**src/rtl/alu_operand_collect.sv**
```systemverilog
// Operand collector between issue and the ALU: latches an issued instruction, fetches up to
// three source operands (register file, immediate or none) in order, then presents them.
module alu_operand_collect (
  input  logic        clk,
  input  logic        rst,

  input  logic        in_alu_select,
  input  logic [5:0]  in_wfid,
  input  logic [31:0] in_instr_pc,
  input  logic [31:0] in_opcode,
  input  logic [15:0] in_imm_value0,
  input  logic [31:0] in_imm_value1,
  input  logic [11:0] in_source1_addr,
  input  logic [11:0] in_source2_addr,
  input  logic [11:0] in_source3_addr,
  input  logic [11:0] in_dest1_addr,
  input  logic [11:0] in_dest2_addr,

  output logic        rf_rd_en,
  output logic        rf_rd_vgpr,
  output logic [9:0]  rf_rd_addr,
  input  logic [31:0] rf_rd_data,

  output logic        out_valid,
  output logic [5:0]  out_wfid,
  output logic [31:0] out_instr_pc,
  output logic [31:0] out_opcode,
  output logic [15:0] out_imm_value0,
  output logic [11:0] out_dest1_addr,
  output logic [11:0] out_dest2_addr,
  output logic [31:0] out_src1_data,
  output logic [31:0] out_src2_data,
  output logic [31:0] out_src3_data,
  input  logic        out_ready,

  output logic        out_busy,
  output logic        out_overrun
);

  typedef enum logic [1:0] {StIdle, StIssue, StCapture, StOut} state_e;

  localparam logic [1:0] SrcNone = 2'b00;
  localparam logic [1:0] SrcSgpr = 2'b01;
  localparam logic [1:0] SrcVgpr = 2'b10;
  localparam logic [1:0] SrcImm  = 2'b11;

  state_e state_q, state_d;
  logic [1:0] idx_q, idx_d;

  logic [5:0]        wfid_q, wfid_d;
  logic [31:0]       pc_q, pc_d;
  logic [31:0]       opcode_q, opcode_d;
  logic [15:0]       imm0_q, imm0_d;
  logic [31:0]       imm1_q, imm1_d;
  logic [11:0]       dest1_q, dest1_d;
  logic [11:0]       dest2_q, dest2_d;
  logic [2:0][11:0]  src_addr_q, src_addr_d;
  logic [2:0][31:0]  slot_q, slot_d;
  logic              overrun_q, overrun_d;

  logic [11:0] cur_addr;
  logic [1:0]  cur_kind;
  logic        cur_is_reg;
  logic        accept;
  logic        slot_we;
  logic [31:0] slot_wdata;

  // Operand currently being collected.
  always_comb begin
    case (idx_q)
      2'd0:    cur_addr = src_addr_q[0];
      2'd1:    cur_addr = src_addr_q[1];
      default: cur_addr = src_addr_q[2];
    endcase
  end

  assign cur_kind   = cur_addr[11:10];
  assign cur_is_reg = (cur_kind == SrcSgpr) || (cur_kind == SrcVgpr);

  // A select is taken only when the block is not busy; otherwise it is dropped.
  assign accept    = in_alu_select && !out_busy;
  assign overrun_d = in_alu_select && out_busy;

  // State register.
  always_ff @(posedge clk or negedge rst) begin
    if (!rst) begin
      state_q <= StIdle;
      idx_q   <= 2'd0;
    end else begin
      state_q <= state_d;
      idx_q   <= idx_d;
    end
  end

  // Next-state logic.
  always_comb begin
    state_d = state_q;
    idx_d   = idx_q;
    unique case (state_q)
      StIdle: begin
        if (in_alu_select) begin
          state_d = StIssue;
          idx_d   = 2'd0;
        end
      end
      StIssue: begin
        if (cur_is_reg) begin
          state_d = StCapture;
        end else if (idx_q != 2'd2) begin
          idx_d = idx_q + 2'd1;
        end else begin
          state_d = StOut;
        end
      end
      StCapture: begin
        if (idx_q != 2'd2) begin
          idx_d   = idx_q + 2'd1;
          state_d = StIssue;
        end else begin
          state_d = StOut;
        end
      end
      StOut: begin
        if (out_ready) begin
          if (in_alu_select) begin
            state_d = StIssue;
            idx_d   = 2'd0;
          end else begin
            state_d = StIdle;
          end
        end
      end
      default: begin
        state_d = StIdle;
        idx_d   = 2'd0;
      end
    endcase
  end

  // FSM outputs.
  always_comb begin
    out_valid  = (state_q == StOut);
    out_busy   = (state_q != StIdle) && !((state_q == StOut) && out_ready);
    rf_rd_en   = (state_q == StIssue) && cur_is_reg;
    rf_rd_vgpr = 1'b0;
    rf_rd_addr = 10'd0;
    if (rf_rd_en) begin
      rf_rd_vgpr = (cur_kind == SrcVgpr);
      // SGPR space is only 9 bits wide; bit 9 of the source field is ignored.
      rf_rd_addr = (cur_kind == SrcVgpr) ? cur_addr[9:0] : {1'b0, cur_addr[8:0]};
    end
  end

  // Slot write source: direct fill in ISSUE for none/immediate, register data in CAPTURE.
  always_comb begin
    slot_we    = 1'b0;
    slot_wdata = 32'd0;
    if (state_q == StIssue && !cur_is_reg) begin
      slot_we    = 1'b1;
      slot_wdata = (cur_kind == SrcImm) ? imm1_q : 32'd0;
    end else if (state_q == StCapture) begin
      slot_we    = 1'b1;
      slot_wdata = rf_rd_data;
    end
  end

  // Datapath next-state.
  always_comb begin
    wfid_d     = wfid_q;
    pc_d       = pc_q;
    opcode_d   = opcode_q;
    imm0_d     = imm0_q;
    imm1_d     = imm1_q;
    dest1_d    = dest1_q;
    dest2_d    = dest2_q;
    src_addr_d = src_addr_q;
    slot_d     = slot_q;
    if (accept) begin
      wfid_d        = in_wfid;
      pc_d          = in_instr_pc;
      opcode_d      = in_opcode;
      imm0_d        = in_imm_value0;
      imm1_d        = in_imm_value1;
      dest1_d       = in_dest1_addr;
      dest2_d       = in_dest2_addr;
      src_addr_d[0] = in_source1_addr;
      src_addr_d[1] = in_source2_addr;
      src_addr_d[2] = in_source3_addr;
      slot_d        = '0;
    end else if (slot_we) begin
      for (int k = 0; k < 3; k++) begin
        if (idx_q == k[1:0]) begin
          slot_d[k] = slot_wdata;
        end
      end
    end
  end

  always_ff @(posedge clk or negedge rst) begin
    if (!rst) begin
      wfid_q     <= '0;
      pc_q       <= '0;
      opcode_q   <= '0;
      imm0_q     <= '0;
      imm1_q     <= '0;
      dest1_q    <= '0;
      dest2_q    <= '0;
      src_addr_q <= '0;
      slot_q     <= '0;
      overrun_q  <= 1'b0;
    end else begin
      wfid_q     <= wfid_d;
      pc_q       <= pc_d;
      opcode_q   <= opcode_d;
      imm0_q     <= imm0_d;
      imm1_q     <= imm1_d;
      dest1_q    <= dest1_d;
      dest2_q    <= dest2_d;
      src_addr_q <= src_addr_d;
      slot_q     <= slot_d;
      overrun_q  <= overrun_d;
    end
  end

  assign out_wfid       = wfid_q;
  assign out_instr_pc   = pc_q;
  assign out_opcode     = opcode_q;
  assign out_imm_value0 = imm0_q;
  assign out_dest1_addr = dest1_q;
  assign out_dest2_addr = dest2_q;
  assign out_src1_data  = slot_q[0];
  assign out_src2_data  = slot_q[1];
  assign out_src3_data  = slot_q[2];
  assign out_overrun    = overrun_q;

endmodule

```
**config.mk**
```make
export PLATFORM = sky130hd
export DESIGN_NAME = alu_operand_collect
export DESIGN_NICKNAME = d
export VERILOG_FILES = /design/src/rtl/alu_operand_collect.sv
export SDC_FILE = /design/constraint.sdc
export NUM_CORES = 1
export LEC_CHECK = 0
export ABC_AREA = 0
export BUFFER_PORTS_ARGS = -buffer_cell sky130_fd_sc_hd__buf_2
export CAP_MARGIN = 5
export CORE_ASPECT_RATIO = 0.6
export CORE_MARGIN = 2
export CORE_UTILIZATION = 30
export DETAILED_ROUTE_END_ITERATION = 10
export PLACE_DENSITY = 0.59
export RECOVER_POWER = 50
export SKIP_CTS_REPAIR_TIMING = 1
export SYNTH_ARGS = -nofsm -noshare
export SYNTH_HDL_FRONTEND = slang
export SYNTH_SLANG_ARGS = --single-unit
export TNS_END_PERCENT = 100
```
**constraint.sdc**
```tcl
create_clock -name clk -period 3.72 [get_ports clk]
set_clock_uncertainty 0.15 [all_clocks]
set_input_delay 0.186 -clock clk [delete_from_list [all_inputs] [get_ports clk]]
set_output_delay 0.186 -clock clk [all_outputs]
set_load 0.01 [all_outputs]
```
# Yosys cells after proc, flatten, opt, wreduce, memory -nomap -nowiden
# Cells that the tools add are included.
[op_classes]
addsub = 1
n_eq_ne = 13
mux = 26
n_reduce_logical = 22
[ops]
columns = ["cell", "n"]
rows = [
  ["two-way mux 32 bit", 6],
  ["two-way mux 96 bit", 2],
  ["case mux 12 bit (2 select lines)", 1],
  ["two-way mux 10 bit", 2],
  ["two-way mux 2 bit", 9],
  ["case mux 2 bit (4 select lines)", 2],
  ["equality test 2 bit (second input constant)", 5],
  ["nonzero test 2 bit", 5],
  ["AND reduction 2 bit", 4],
  ["equality test 2 x 1 -> 1 bit (second input constant)", 3],
  ["logical AND 1 bit", 6],
  ["!= test 2 bit (second input constant)", 3],
  ["zero test 2 bit", 2],
  ["two-way mux 1 bit", 4],
  ["zero test 1 bit", 3],
  ["!= test 3 bit (second input constant)", 1],
  ["AND reduction 3 bit", 1],
  ["adder 2 x 1 -> 2 bit (second input constant)", 1],
  ["!= test 2 x 1 -> 1 bit (second input constant)", 1],
  ["logical OR 1 bit", 1],
]
[word_totals]
register_bits = 279
inputBits = 214
output_inout_bits = 221

# Longest topological paths before layout
# Gate-level depths: netlist of run 1.
[depth]
depth_word = 10
ltp_mapped = 13
mapped_depth_nobuf = 10

# Worst setup path before layout of run 1
# OpenSTA, ideal clock, no wires.
[synth_path]
kind = "register -> register"
from = "register idx_q[0]"
to = "register state_q[1]"
arrival_time_ns = 2.332
required_time_ns = 3.450
path_slack_ns = 1.118
stages_incl_launch_ff = 14
n_path_buf = 3
path_cell_list = "dfrtp_1 > inv_1 > ha_1 > nor2_1 > clkbuf_1 > nand2_1 > nand2_1 > ha_1 > nand2b_4 > buf_8 > buf_12 > nor2_1 > a21oi_1 > o211a_1"
[synth_between]
elab_chain_cells = 6
elab_cells_between_ends = 12
cone_classes = "5 x eq/ne; 4 x mux; 3 x reduce/logical"
[synth_rtl]
columns = ["element", "line", "rtl"]
rows = [
  ["start, declared", "48", "logic [1:0] idx_q, idx_d;"],
  ["start signal, assigned", "91", "idx_q <= idx_d;"],
  ["equality test 2 x 1 -> 1 bit / zero test 2 bit (equally long branches)", "70", "case (idx_q)"],
  ["case mux 12 bit (2 select lines)", "70", ""],
  ["equality test 2 x 1 -> 1 bit / equality test 2 bit (equally long branches)", "78", "assign cur_is_reg = (cur_kind == SrcSgpr) || (cur_kind == SrcVgpr);"],
  ["logical OR 1 bit", "78", ""],
  ["two-way mux 2 bit / != test 3 bit (equally long branches)", "--", ""],
  ["case mux 2 bit (4 select lines) / AND reduction 3 bit (equally long branches)", "--", ""],
  ["end signal, assigned", "87", "state_q <= StIdle;"],
  ["end signal, assigned", "90", "state_q <= state_d;"],
  ["end, declared", "47", "state_e state_q, state_d;"],
]
# Several ways; a longest one is shown, not always the timed one.
# A chain may end at the register's enable or synchronous reset.

# Worst setup path after layout of run 1
[layout_path]
from = "register idx_q[1]"
to = "output port rf_rd_addr[7]"
[layout_between]
elab_chain_cells = 6
elab_cells_between_ends = 9
cone_classes = "3 x eq/ne; 3 x mux; 3 x reduce/logical"
[layout_rtl]
columns = ["element", "line", "rtl"]
rows = [
  ["equality test 2 x 1 -> 1 bit / zero test 2 bit (equally long branches)", "70", ""],
  ["case mux 12 bit (2 select lines) *", "70", ""],
  ["equality test 2 x 1 -> 1 bit / equality test 2 bit (equally long branches)", "78", ""],
  ["logical OR 1 bit", "78", ""],
  ["logical AND 1 bit", "144", "rf_rd_en = (state_q == StIssue) && cur_is_reg;"],
  ["two-way mux 10 bit *", "147", "if (rf_rd_en) begin"],
  ["end, declared", "21", "output logic [9:0] rf_rd_addr,"],
]
# Every way passes the cells marked *; elsewhere a longest branch is shown, timed or not.

==> results of run 1 <==
-- per-stage QoR --
stage	instance area, um2	util
finish	17600	0.449
global route	17600	0.449
CTS	15700	0.398
detailed placement	14600	0.372
global placement	14600	0.372
floorplan	12000	-
-- flip-flops by register name (all words and copies together) (netlist names), 6 cells and up --
register / cells
out_imm_value0: 16
out_opcode: 32
out_src1_data: 32
out_dest2_addr: 12
imm1_q: 32
out_src3_data: 32
out_instr_pc: 32
out_src2_data: 32
src_addr_q: 36
out_wfid: 6
out_dest1_addr: 12
-- area by class of cell --
cell class	count	area [um2]
Antenna cell	4	10.0
Multi-Input combinational cell	999	4500
Clock buffer	41	850
Inverter	8	30.0
Clock inverter	11	179
Sequential cell	279	6980
Fill cell	3806	21700
Timing Repair Buffer	671	4440
Tap cell	522	653
-- cells by family after synthesis --
family          share of synthesized area
mux                                0.0353
simple gates                        0.260
buf+inv                            0.0498
fa+ha+maj                          0.0104
compound gates                     0.0648
flops                               0.580
-- power groups by stage --
| stage | Sequential (mW) | Clock [mW] | Combinational (mW) |
|---|---|---|---|
| 5_1_grt | 5.35 | 3.39 | 7.34 |
| 6_report | 5.19 | 3.14 | 6.56 |
| 3_5_place_dp | 5.17 | 0 | 6.56 |
| 4_1_cts | 5.15 | 3.26 | 6.57 |
| 2_1_floorplan | 5.50 | 0 | 3.84 |
| 3_3_place_gp | 5.17 | 0 | 6.44 |
-- worst paths after layout --
check,startpoint,to,cells past startpoint
worst max-delay path,idx_q[1]$_DFFE_PN0P_,rf_rd_addr[7],9
worst min-delay path,rf_rd_data[0],out_src1_data[0]$_DFFE_PN0P_,6
worst max register to register,idx_q[1]$_DFFE_PN0P_,out_src3_data[15]$_DFFE_PN0P_,10
worst min register to register,out_dest1_addr[9]$_DFFE_PN0N_,out_dest1_addr[9]$_DFFE_PN0N_,2
max in group asynchronous,rst,src_addr_q[16]$_DFFE_PN0N_,3
min in group asynchronous,rst,imm1_q[24]$_DFFE_PN0N_,2
-- routing by layer --
metal  vias to the layer above  track usage
li1                       5513            -
met1                      5539        0.248
met2                       355        0.296
met3                        71       0.0535
met4                         2       0.0590
met5                         -            0
-- Yosys cell counts (all sizes together) --
cell | count | area (um2)
a21boi | 1 | 7.51
a21o | 1 | 7.51
a21oi | 12 | 63.8
a22o | 1 | 8.76
a22oi | 12 | 90.1
a32o | 1 | 10.0
and2 | 1 | 6.26
and3 | 1 | 6.26
buf | 71 | 521
clkbuf | 13 | 48.8
dfrtp | 279 | 6980
ha | 10 | 125
inv | 8 | 30.0
mux2i | 32 | 425
nand2 | 613 | 2300
nand2b | 2 | 22.5
nand4b | 1 | 8.76
nor2 | 195 | 732
nor2b | 6 | 45.0
nor3 | 1 | 5.00
nor4 | 1 | 6.26
o211a | 1 | 10.0
o21a | 3 | 45.0
o21ai | 102 | 522
o221ai | 1 | 8.76
o31ai | 1 | 7.51
-- cell usage in the layout, fill, tap and decap left out, types with 3 or more instances in the layout --
| cell type | n |
|---|---|
| clkbuf_8 | 10 |
| nor2_1 | 195 |
| buf_4 | 14 |
| a22oi_1 | 12 |
| o21a_4 | 3 |
| nand2_1 | 613 |
| dfrtp_1 | 279 |
| clkbuf_16 | 28 |
| diode_2 | 4 |
| clkbuf_1 | 114 |
| mux2i_2 | 28 |
| inv_1 | 8 |
| a21oi_1 | 11 |
| buf_12 | 8 |
| ha_1 | 8 |
| o21ai_0 | 55 |
| nor2b_1 | 4 |
| mux2i_1 | 4 |
| bufinv_16 | 4 |
| o21ai_4 | 3 |
| dlygate4sd3_1 | 213 |
| buf_2 | 323 |
| o21ai_1 | 44 |
-- critical path: cells and delay by family (launching register included) --
family                     cells  cell delay, ns
and+or+nand+nor                2            0.36
buffers and inverters          3            0.45
DFF                            1            0.40
AOI/OAI and AO/OA              2            0.45
adders and majority gates      2            0.82
==> impl_metrics.yaml, run 1 <==
run_status:
  status: "complete, but fails checks"
  violations: "design-rule violations, negative hold slack, max-capacitance violations, max-slew violations"
worst_setup_path:
  worstSetupStartpointType: "flip-flop"
  worstSetupPathType: "flip-flop to output port"
  cp-end-kind: "output port"
  max_stage_delay_ns: 0.44
  worstPathRequired_ns: 3.38
  crit_chain: "inv_1 -> ha_1 -> nor2_1 -> buf_4 -> a21o_1 -> ha_2 -> nand2_1 -> a21oi_1 -> buf_2"
  regToRegSetupSlack_ns: 0.39
  cp_slowest_cell: "ha_1"
  critPathArrivalTime_ns: 3.04
  crit_path_max_fanout: 12
cells_and_area:
  area_delta_synth_final_pct: 46.5
  fin_cells: 2535
  drive_above_1_share: 0.218
  nets: 2211
clock_tree:
  clock_path_buffers: 3
  clkLatencyLatePin_ns: 0.58
  cts_max_level: 1
  cts_tree: "yes"
  cts_num_sinks: 279
  clkTransAtPathRegs_ns: 0.07
  clockRootBuffer: "clkbuf_16"
  cts_made_buffers: 28
grt:
  grt_max_degree: 103
  grt_pass1_vias: 10700
  globalRouteOverflowTotal: 0
  grt_antenna_before_repair: 5
  grt_pass1_wl_mm: 62.0
  grtUsageTotal: 0.187
sta:
  clock.fmax_mhz: 296
  worst_slew_pin_slew_ns: 2.26
  drv_slew: 85
  relSlewSlack: -0.507
  period_needed_ns: 3.38
  setup_ws_ns: 0.340
  fin_tns_setup_ns: 0
  fin_crit_sh: 0.909
  rsz0062_at_grt: "false"
  finalSetupViolations: 0
  holdWs_ns: -0.0120
  hold_viol: 1
power:
  pwr-share-comb: 0.441
  power.density_nw_per_um2: 844
  internal_power_mw: 8.67
  power.clock.fraction: 0.211
  ir_drop_mv: 0.389
  swShare: 0.418
  pwr-share-seq: 0.348
  finalPower_mw: 14.9
  p_leak_nw: 9.26
  power.switching_mw: 6.23
floorplan:
  ioPinCount: 435
  coreArea_um2: 39300
  start_util: 0.306
  die_area_um2: 41800
  rows: 56
  die_w_um: 263
  die_h_um: 159
place:
  hpwl_mm: 27.1
  io_buffers: 434
  dp_slack_ns: 0.412
  dp.cells: 2266
  place.gp.congestion: 0.807
drt:
  dr_wl_met2_mm: 20.0
  wl_mm: 42.5
  wl_met1_mm: 19.0
  vias_per_cell: 4.53
  met3_length_mm: 2.51
  via_count: 11500
  top_layer_used: "met5"
  drc: 1
  ant_nets: 0
  first_iter_violations: 839
  wire_per_inst_um: 16.8
  drt_pass1_iterations: 8
min_path:
  worst_hold_path_type: "primary input to flip-flop"
synthesis:
  postSynthAreaPerCell_um2: 8.79
  synthCells: 1370
  synth_seq_cells: 279
  synth_cell_type_count: 36
  synth_area_um2: 12000
  syn_nets: 1594
  seq_area_frac_synth: 0.580
  yosys_warnings: 0
job:
  maxCapViolCount: 1
No activity file was read; power rests on OpenSTA's default activity.
==> run 2: changes to the inputs <==
Settings changed: ABC_AREA 0 to 1, CORE_UTILIZATION 30 to 51, PLACE_DENSITY 0.59 to 0.87.
==> impl_metrics.yaml, run 2 <==
floorplan:
  start_util: 0.520
  coreArea_um2: 24200
  rows: 44
  die_area_um2: 26000
  die_h_um: 126
  die_w_um: 207
  ioPinCount: 435
clock_tree:
  cts_made_buffers: 27
  cts_num_sinks: 279
  clock_path_buffers: 3
  clockRootBuffer: "clkbuf_16"
  cts_max_level: 1
  clkLatencyLatePin_ns: 0.54
  clkTransAtPathRegs_ns: 0.07
  cts_tree: "yes"
worst_setup_path:
  worstPathRequired_ns: 3.38
  worst_path_most_repeated_cell: "nand2_1"
  worstSetupStartpointType: "flip-flop"
  startpoint: "idx_q[0]$_DFFE_PN0P_"
  regToRegEndpoint: "out_src2_data[22]$_DFFE_PN0P_"
  max_stage_delay_ns: 0.40
  cp-end-kind: "output port"
  cp_slowest_cell: "dfrtp_1"
  r2r-start: "idx_q[0]$_DFFE_PN0P_"
  crit_path_max_fanout: 13
  regToRegSetupSlack_ns: 0.42
  reg2reg_depth: 15
  worstSetupPathType: "flip-flop to output port"
  crit_end: "rf_rd_addr[9]"
  crit_chain: "inv_1 -> ha_1 -> buf_4 -> nor2_1 -> buf_4 -> nand2_1 -> nand3_1 -> ha_1 -> nand2_1 -> inv_1 -> nand2_1 -> a31oi_1 -> buf_2"
  critPathArrivalTime_ns: 3.31
sta:
  fin_crit_sh: 0.979
  drv_slew: 108
  finalSetupViolations: 0
  setup_ws_ns: 0.0790
  clock.fmax_mhz: 275
  worst_slew_pin_slew_ns: 2.81
  period_needed_ns: 3.64
  relSlewSlack: -0.871
  holdWs_ns: -0.0350
  hold_viol: 27
  fin_tns_setup_ns: 0
job:
  maxCapViolCount: 1
cells_and_area:
  final_core_util: 0.716
  fin_cells: 2462
  nets: 2333
  final_area_um2: 17300
  largest-register: "src_addr_q"
  final_common_cell: "nand2_1"
  drive_above_1_share: 0.141
  final_cell_mix: "663 x nand2_1, 372 x nand3_1, 279 x dfrtp_1"
  area_delta_synth_final_pct: 37.6
  largest_register_ffs: 36
synthesis:
  ys.flop_type: "dfrtp_1"
  synth.top_cells.by_count: "664 x nand2_1, 372 x nand3_1, 279 x dfrtp_1"
  synth_top_cell_area_share: 0.554
  seq_area_frac_synth: 0.554
  synthTopCellsByArea: "dfrtp_1 55%, nand2_1 20%, nand3_1 15%"
  yosysTopAreaCell: "dfrtp_1"
  yosysMostFrequentCell: "nand2_1"
  synth_cell_type_count: 21
  synthCells: 1560
  synth_seq_cells: 279
  syn_nets: 1784
  synth_edf_count: 0
  yosys_warnings: 0
  synth_area_um2: 12600
  postSynthAreaPerCell_um2: 8.08
  async_flop_share: 1.00
place:
  hpwl_mm: 26.3
  dp.cells: 2219
  place.gp.congestion: 0.862
  io_buffers: 434
  dp_slack_ns: 0.574
  dpl_cell_area_um2: 14800
run_status:
  status: "complete, but fails checks"
  violations: "negative hold slack, max-capacitance violations, max-slew violations"
grt:
  grt_use_met1: 0.387
  grt_pass1_wl_mm: 61.4
  grt_pass1_vias: 11800
  grt_busiest_layer: "met2"
  grtUsageMet3: 0.0694
  globalRouteOverflowTotal: 0
  met2_usage: 0.480
  grt_antenna_before_repair: 8
  grt_max_degree: 134
  grtUsageTotal: 0.297
drt:
  via_count: 14000
  first_iter_violations: 1608
  drc: 0
  vias_per_cell: 5.67
  drt_pass1_iterations: 7
  ant_nets: 0
  wire_per_inst_um: 19.4
  wl_mm: 47.7
power:
  ir_drop_mv: 0.541
  finalPower_mw: 13.8
  power.density_nw_per_um2: 795
  p_leak_nw: 9.68
min_path:
  worst_hold_path_type: "primary input to flip-flop"
run 2: cell types whose count changed after synthesis, sizes merged, moves of 10 or more:
cell   previous run  this run
o21ai           102         1
mux2i            32         0
nand3             0       372
nor2            195         6
a22oi            12         0
inv               8        84
a31oi             0        10
nand2           613       670
buf              71        93
run 2: critical path, delay by kind of cell (launching register included):
family	cells	cell delay, ns
DFF	1	0.40
AOI/OAI and AO/OA	1	0.19
buffers and inverters	5	0.90
and+or+nand+nor	5	0.69
adders and majority gates	2	0.58
run 2: cell families (layout without fill, tap and decap cells):
group / Yosys count / in the layout / share of synthesized area
AOI/OAI and AO/OA: 21 / 21 / 0.0103
adders and majority gates: 10 / 10 / 0.00993
buffers and inverters: 199 / 769 / 0.0727
DFF: 279 / 279 / 0.554
and+or+nand+nor: 1051 / 1051 / 0.353
other: 0 / 10 / 0
run 2: worst min path at each step:
stage	to	cells after the start	from	slack, ns
2_1_floorplan	idx_q[0]$_DFFE_PN0P_	0	rst	-0.26
3_3_place_gp	out_src2_data[6]$_DFFE_PN0P_	1	rst	0.16
3_5_place_dp	out_src2_data[6]$_DFFE_PN0P_	1	rst	0.16
4_1_cts	out_dest1_addr[8]$_DFFE_PN0N_	1	rst	-0.43
5_1_grt	out_src1_data[9]$_DFFE_PN0P_	7	rf_rd_data[9]	0.005
6_report	out_src2_data[10]$_DFFE_PN0P_	7	rf_rd_data[10]	-0.04
run 2: power by group:
| group | switching [mW] | internal, mW | leakage (nW) |
|---|---|---|---|
| logic | 4.25 | 1.68 | 5.61 |
| clock network | 1.22 | 1.67 | 0.454 |
| registers | 0.766 | 4.21 | 3.61 |
run 2: per-layer routing:
metal,vias up,share of wire
li1,6055,-
met1,6690,0.37
met2,1010,0.48
met3,212,0.10
met4,0,0.052
met5,-,0
run 2: area by class of cell:
class	instances	area (um2)
Sequential cell	279	6980
Fill cell	1800	6880
Multi-Input combinational cell	1082	4720
Timing Repair Buffer	635	3970
Clock buffer	39	781
Tap cell	322	403
Inverter	84	315
Clock inverter	11	140
Antenna cell	10	25.0
==> run 3: changes to the inputs <==
Clock period 3.72 ns to 3.8 ns, I/O delays scaled along.
==> impl_metrics.yaml, run 3 (synthesis gave the netlist of run 2 again) <==
drt:
  drc: 0
  ant_nets: 0
  via_count: 13800
  drt_pass1_iterations: 8
  vias_per_cell: 5.62
  wire_per_inst_um: 19.1
  wl_mm: 46.8
  first_iter_violations: 1725
power:
  swShare: 0.446
  p_leak_nw: 9.68
  power.clock.fraction: 0.221
  power.density_nw_per_um2: 783
  power.switching_mw: 6.06
  pwr-share-comb: 0.420
  finalPower_mw: 13.6
  internal_power_mw: 7.53
  pwr-share-seq: 0.359
  ir_drop_mv: 0.526
sta:
  hold_viol: 25
  period_needed_ns: 3.63
  finalSetupViolations: 0
  fin_crit_sh: 0.956
  fin_tns_setup_ns: 0
  holdWs_ns: -0.0358
  setup_ws_ns: 0.168
  worst_slew_pin_slew_ns: 2.62
  drv_slew: 103
  relSlewSlack: -0.748
  clock.fmax_mhz: 275
  rsz0062_at_grt: "false"
cells_and_area:
  largest-register: "src_addr_q"
  area_delta_synth_final_pct: 37.6
  drive_above_1_share: 0.142
  largest_register_ffs: 36
  final_core_util: 0.716
  nets: 2329
  n_fill_cell: 1802
  final_common_cell: "nand2_1"
  final_cell_mix: "663 x nand2_1, 372 x nand3_1, 279 x dfrtp_1"
  final_area_um2: 17300
run_status:
  status: "complete, but fails checks"
  violations: "negative hold slack, max-capacitance violations, max-slew violations"
worst_setup_path:
  critPathArrivalTime_ns: 3.29
  crit_path_max_fanout: 14
  worstSetupPathType: "flip-flop to output port"
  worstPathRequired_ns: 3.46
  worst_path_most_repeated_cell: "nand2_1"
  crit_chain: "inv_1 -> ha_1 -> buf_4 -> nor2_1 -> buf_4 -> nand2_1 -> nand3_1 -> ha_1 -> nand2_1 -> inv_1 -> nand2_1 -> a31oi_1 -> buf_2"
  max_stage_delay_ns: 0.40
  cp-end-kind: "output port"
  regToRegSetupSlack_ns: 0.52
  cp_slowest_cell: "dfrtp_1"
  worstSetupStartpointType: "flip-flop"
grt:
  grt_pass1_vias: 11800
  grtUsageTotal: 0.297
  globalRouteOverflowTotal: 0
  grt_pass1_wl_mm: 61.3
  grt_antenna_before_repair: 10
  grt_max_degree: 161
floorplan:
  coreArea_um2: 24200
  ioPinCount: 435
  start_util: 0.520
  die_w_um: 207
  die_h_um: 126
  rows: 44
  die_area_um2: 26000
clock_tree:
  clockRootBuffer: "clkbuf_16"
  clock_path_buffers: 3
  cts_max_level: 1
  clkLatencyLatePin_ns: 0.54
  cts_num_sinks: 279
  cts_tree: "yes"
  clkTransAtPathRegs_ns: 0.07
  cts_made_buffers: 26
place:
  dp_slack_ns: 0.646
  hpwl_mm: 26.2
  io_buffers: 434
  dpl_cell_area_um2: 14800
  place.gp.congestion: 0.880
job:
  maxCapViolCount: 1
min_path:
  worst_hold_path_type: "primary input to flip-flop"
-- run 3: cell count changes in the layout (fill, tap and decap cells not counted), moves of 2 or more --
cell	change
clkbuf_1	-5
bufinv_16	+2
buf_12	-4
clkbuf_8	+3
dlygate4sd3_1	-2
clkinv_2	-2
buf_4	+2
-- run 3: cell type report --
cell class | instances | area (um2) | share of cell area
Multi-Input combinational cell | 1082 | 4720 | 0.272
Inverter | 84 | 315 | 0.0182
Tap cell | 322 | 403 | 0.0232
Antenna cell | 10 | 25.0 | 0.00144
Clock buffer | 37 | 803 | 0.0463
Timing Repair Buffer | 632 | 3900 | 0.225
Clock inverter | 11 | 189 | 0.0109
Sequential cell | 279 | 6980 | 0.403
-- run 3: per-layer routing --
layer  up-vias  wire length, um  share of wire  track usage
li1       6043                -              -            -
met4         0             2560          0.055        0.141
met2      1030            22300           0.48        0.480
met3       218             4900           0.10       0.0725
met5         -                0              0            0
met1      6523            17100           0.36        0.378
-- run 3: final timing paths --
check,cells past startpoint,start,endpoint
min reg2reg,2,out_opcode[7]$_DFFE_PN0N_,out_opcode[7]$_DFFE_PN0N_
min,7,out_ready,state_q[0]$_DFFE_PN0P_
min in group asynchronous,2,rst,out_src2_data[8]$_DFFE_PN0P_
max reg2reg,15,idx_q[0]$_DFFE_PN0P_,out_src1_data[25]$_DFFE_PN0P_
max in group asynchronous,3,rst,out_imm_value0[12]$_DFFE_PN0N_
max,13,idx_q[0]$_DFFE_PN0P_,rf_rd_addr[9]
-- run 3: through the flow --
| step | hold slack [ns] | instances |
|---|---|---|
| 2_1_floorplan | -0.256 | 1560 |
| 3_3_place_gp | 0.155 | 2218 |
| 3_5_place_dp | 0.148 | 2218 |
| 4_1_cts | -0.420 | 2266 |
| 5_1_grt | 0.00734 | 2457 |
| 6_report | -0.0358 | 2457 |
-- run 3: critical path, delay by kind of cell (launching register included) --
kind / cells / cell delay, ns
adder cells (fa/ha/maj): 2 / 0.55
flip-flops: 1 / 0.40
AND/OR/NAND/NOR: 5 / 0.68
AO/OA/AOI/OAI: 1 / 0.20
buffers and inverters: 5 / 0.92
-- run 3: power by group through the flow --
stage               sequential (mW)  combinational (mW)  clock, mW
floorplan                      5.07                3.21          0
global placement               4.73                5.31          0
detailed placement             4.78                5.50          0
CTS                            4.76                5.53       3.03
global route                   4.97                6.22       3.15
finish                         4.88                5.71       3.00
